## src/rtl/first_lab_regfile.sv

```systemverilog
// 32 x 32-bit register file: one write port, two registered read ports, one op per clock.
// Optional REGFILE_X0_ZERO_EN makes x0 hard-wired to zero (RISC-V semantics).
module first_lab_regfile #(
    parameter int DATA_WIDTH = 32,
    parameter int ADDR_WIDTH = 5,
    parameter int NUM_REGS   = 32   // must equal 2**ADDR_WIDTH
) (
    input  logic                  clk,
    input  logic                  rst,
    input  logic [ADDR_WIDTH-1:0] rd,
    input  logic [ADDR_WIDTH-1:0] rs1,
    input  logic [ADDR_WIDTH-1:0] rs2,
    input  logic [DATA_WIDTH-1:0] data_in,
    input  logic                  read,
    output logic [DATA_WIDTH-1:0] rs1_out,
    output logic [DATA_WIDTH-1:0] rs2_out
);

    logic [DATA_WIDTH-1:0] regs [NUM_REGS];
    logic [DATA_WIDTH-1:0] rs1_rdata;
    logic [DATA_WIDTH-1:0] rs2_rdata;
    logic                  wr_allowed;

    // NOTE: every variable driven here gets a default first so no latch is inferred.
    always_comb begin
        rs1_rdata  = regs[rs1];
        rs2_rdata  = regs[rs2];
        wr_allowed = 1'b1;
`ifdef REGFILE_X0_ZERO_EN
        if (rs1 == '0) rs1_rdata = '0;
        if (rs2 == '0) rs2_rdata = '0;
        if (rd == '0)  wr_allowed = 1'b0;
`endif
    end

    // NOTE: the storage array has a reset because every register must read 0 after reset;
    // that rules out a RAM macro, which is acceptable at 32 entries.
    // NOTE: state is updated with non-blocking assignments so all registers sample together.
    always_ff @(posedge clk or negedge rst) begin
        if (!rst) begin
            for (int i = 0; i < NUM_REGS; i++) begin
                regs[i] <= '0;
            end
            rs1_out <= '0;
            rs2_out <= '0;
        end else if (read == 1'b1) begin
            rs1_out <= rs1_rdata;
            rs2_out <= rs2_rdata;
        end else if (read == 1'b0) begin
            // An unknown read level falls through both branches: nothing changes.
            if (wr_allowed) begin
                regs[rd] <= data_in;
            end
        end
    end

endmodule

```

## config.mk

```make
export PLATFORM = sky130hd
export DESIGN_NAME = first_lab_regfile
export DESIGN_NICKNAME = d
export VERILOG_FILES = /design/src/rtl/first_lab_regfile.sv
export SDC_FILE = /design/constraint.sdc
export NUM_CORES = 2
export LEC_CHECK = 0
export ABC_AREA = 0
export CAP_MARGIN = 20
export CELL_PAD_IN_SITES_DETAIL_PLACEMENT = 0
export CELL_PAD_IN_SITES_GLOBAL_PLACEMENT = 2
export CORE_ASPECT_RATIO = 2
export CORE_MARGIN = 10
export CORE_UTILIZATION = 45
export CTS_BUF_LIST = sky130_fd_sc_hd__clkbuf_4
export DETAILED_ROUTE_END_ITERATION = 8
export PLACE_DENSITY = 0.83
export SYNTH_ARGS = -nofsm -noshare
export SYNTH_HDL_FRONTEND = slang
export SYNTH_SLANG_ARGS = --single-unit
```

## constraint.sdc

```tcl
create_clock -name clk -period 1.9 [get_ports clk]
set_clock_uncertainty 0.2 [all_clocks]
set_input_delay 0.57 -clock clk [delete_from_list [all_inputs] [get_ports clk]]
set_output_delay 0.57 -clock clk [all_outputs]
set_load 0.005 [all_outputs]
```

==> impl_metrics.toml <==
[timing]
timing.final.crit_share = 1.33
setup_viol = 65
tightest_slew_ns = 0.747
finalHoldViolations = 0
worst_slack_ns = -0.620
rsz0062_at_grt = "yes"
max_freq_ghz = 0.397
slew_headroom = 0.502
min_period_ns = 2.52
slew_violations = 0
hold_ws_ns = 0.0859

[run]
max-cap-violations = 0

[detailed_routing]
met2_length_mm = 105
vias = 43000
route.detailed.drc = 0
drt-initial-drc-count = 3414
drt-wirelength-per-cell_um = 30.1
routed_wl_mm = 210
routed.top_layer = "met5"
viasPerCell = 6.17
met1_length_mm = 82.0
wl_met3_mm = 11.1
drt_pass1_iterations = 5
antenna_left = 0

[pwr]
max-vdd-ir-drop_mv = 0.461
power_uw = 65900
p_per_area_nw_per_um2 = 932
power.leakage_uw = 0.0336

[clock_network]
cts_root_buf = "clkbuf_4"
htreeDepth = 5
cts_tree = "yes"
path_clk_slew_ns = 0.08
clock_path_buffers = 4
numCtsBuffers = 270
clk_latency_ns = 1.15
cts.sinks = 1088

[worst_setup_path]
cp-start-kind = "flip-flop"
crit_path_max_fanout = 2
crit_family = "flip-flops"
cp_slowest_stage_delay_ns = 0.47
cp-end-kind = "primary output"
crit_buf_inv = 1
cp.required_ns = 1.13
crit_chain = "buf_6"
critical_path_arrival_ns = 1.75
slowest_stage = "dfrtp_2"
crit_type = "reg -> out"

[die]
die-area_um2 = 145000
rows = 186
top_level_ports = 114
die_w_um = 274
dieHeight_um = 528
core_area_um2 = 128000
start_util = 0.452

[worst_hold_path]
holdCritPathClass = "in -> reg"

[global_routing]
grt_pass1_vias = 46100
overflow = 0
grt_pass1_wl_mm = 306
antenna_found_initial = 4
gr-usage-all-layers = 0.284
grt_max_degree = 70

[logic_synthesis]
netlist.area_leader.share = 0.469
yosys_warnings = 0
avgSynthCellArea_um2 = 12.8
syn_nets = 4598
yosysSeqAreaShare = 0.469
synth_area_leaders = "dfrtp_1 (47%), mux2_2 (21%), mux2i_1 (18%), a22oi_1 (6.6%), a21oi_1 (2.2%)"
synth_area_um2 = 58000
synth-seq-cells = 1088
syn_inst = 4548
synth.distinct_cells = 26
synth_top_area_cell = "dfrtp_1"

[layout]
post-route-util = 0.551
area_growth_pct = 21.8
nets = 5171
drive_above_1_share = 0.428

[place]
io_buffers = 113
gp_congestion = 0.889
dp_hpwl_mm = 139

[run_status]
status = "complete, but fails checks"
failed_checks = "negative setup slack"
-- metrics by stage --
step	std cells	area [µm²]	TNS [ns]	setup slack, ns
6_report	6975	70700	-34.86	-0.620
5_1_grt	6973	70700	-37.62	-0.659
4_1_cts	6955	70400	-38.49	-0.677
3_5_place_dp	6507	67300	-860.56	-1.41
3_3_place_gp	6507	67300	-852.98	-1.42
2_1_floorplan	4548	59500	-56.73	-0.122
-- final timing paths --
kind / startpoint / cells after the start / slack [ns] / to
setup / recovery: rs2_out[0] / 1 / -0.62 / rs2_out[0]
min in group asynchronous: rst / 4 / 0.29 / regs[253]
hold reg to reg: rs2_out[19] / 1 / 0.30 / rs2_out[19]
hold / removal: data_in[30] / 3 / 0.09 / regs[574]
setup reg to reg: regs[241] / 7 / -0.01 / rs1_out[17]
max in group asynchronous: rst / 6 / 0.34 / regs[673]
-- per-layer routing --
metal / GRT usage / vias up
li1: - / 18400
met1: 0.336 / 22600
met2: 0.486 / 1513
met3: 0.0453 / 559
met4: 0.155 / 2
met5: 0 / -
-- cell usage after synthesis --
cell type and count:
nor4_1 64, dfrtp_1 1088, buf_2 109, nand3b_1 4, clkbuf_1 191, buf_1 31
a21oi_1 256, and3b_1 1, mux2i_1 1024, nand2_1 19, nor3b_1 4, nand3_1 1
or3_1 1, and2_1 3, or2_2 2, a22oi_1 512, nor3_1 2, buf_6 35
or3b_2 1, nor2_4 4, nor2b_1 4, nor2_1 15, buf_4 85, mux2_1 18
nand2b_1 4, mux2_2 1070
-- kinds of logic (layout without fill, tap and decap cells) --
family,count (synthesis),count (layout),share of synthesized area
mux,2112,2112,0.388
other cells,0,5,0
simple gates,129,129,0.0130
flops,1088,1088,0.469
compound gates,768,768,0.0883
buf+inv,451,1181,0.0416
-- sequential cells by signal (all words and copies together), names as in the netlist --
signal	count
regs	1024
rs1_out	32
rs2_out	32
-- cells in the final DEF, fill, tap and decap left out, types with 3 or more instances in the layout --
cell type and instances:
nor3b_1 4, nor2b_4 4, buf_4 393, clkinv_2 7, buf_6 22, bufinv_16 4, a21oi_2 4, inv_2 10
clkinv_1 38, buf_2 47, a21oi_1 252, nor4_1 55, clkbuf_16 3, nor4_2 7, mux2_2 913, dlygate4sd3_1 3
buf_8 3, dfrtp_1 1076, clkbuf_4 369, buf_12 235, nor2_4 18, mux2_4 174, nand2_4 16, diode_2 5
nand2b_4 4, nand3b_1 4, mux2i_1 1024, clkdlybuf4s50_1 41, dfrtp_2 12, a22oi_1 511
-- repair_timing --
action                     4_1_cts  5_1_grt
gates cloned                     0        3
hold endpoints to repair      1101        0
pin swaps                        2        7
setup buffers                   15       12
setup endpoints to repair       95      122
hold buffers                     4        0
resized for setup              301       20
-- report_power, final --
group / switching, µW / internal (µW)
logic: 6760 / 8510
clock network: 9860 / 9470
registers: 3580 / 27700
-- tightest hold or removal path, stage by stage --
cell and delay (ns):
clkdlybuf4s50_1 0.50, buf_12 0.18, mux2_1 0.14
-- layout make-up --
type | instances | area (µm²)
repair buffers | 752 | 8760
multi-input cells | 3009 | 29400
clock buffers | 369 | 2770
fillers | 10800 | 57600
diodes | 5 | 12.5
well taps | 1692 | 2120
flip-flops and latches | 1088 | 27200
clock inverters | 60 | 343
(Power assumes the default switching activity.)
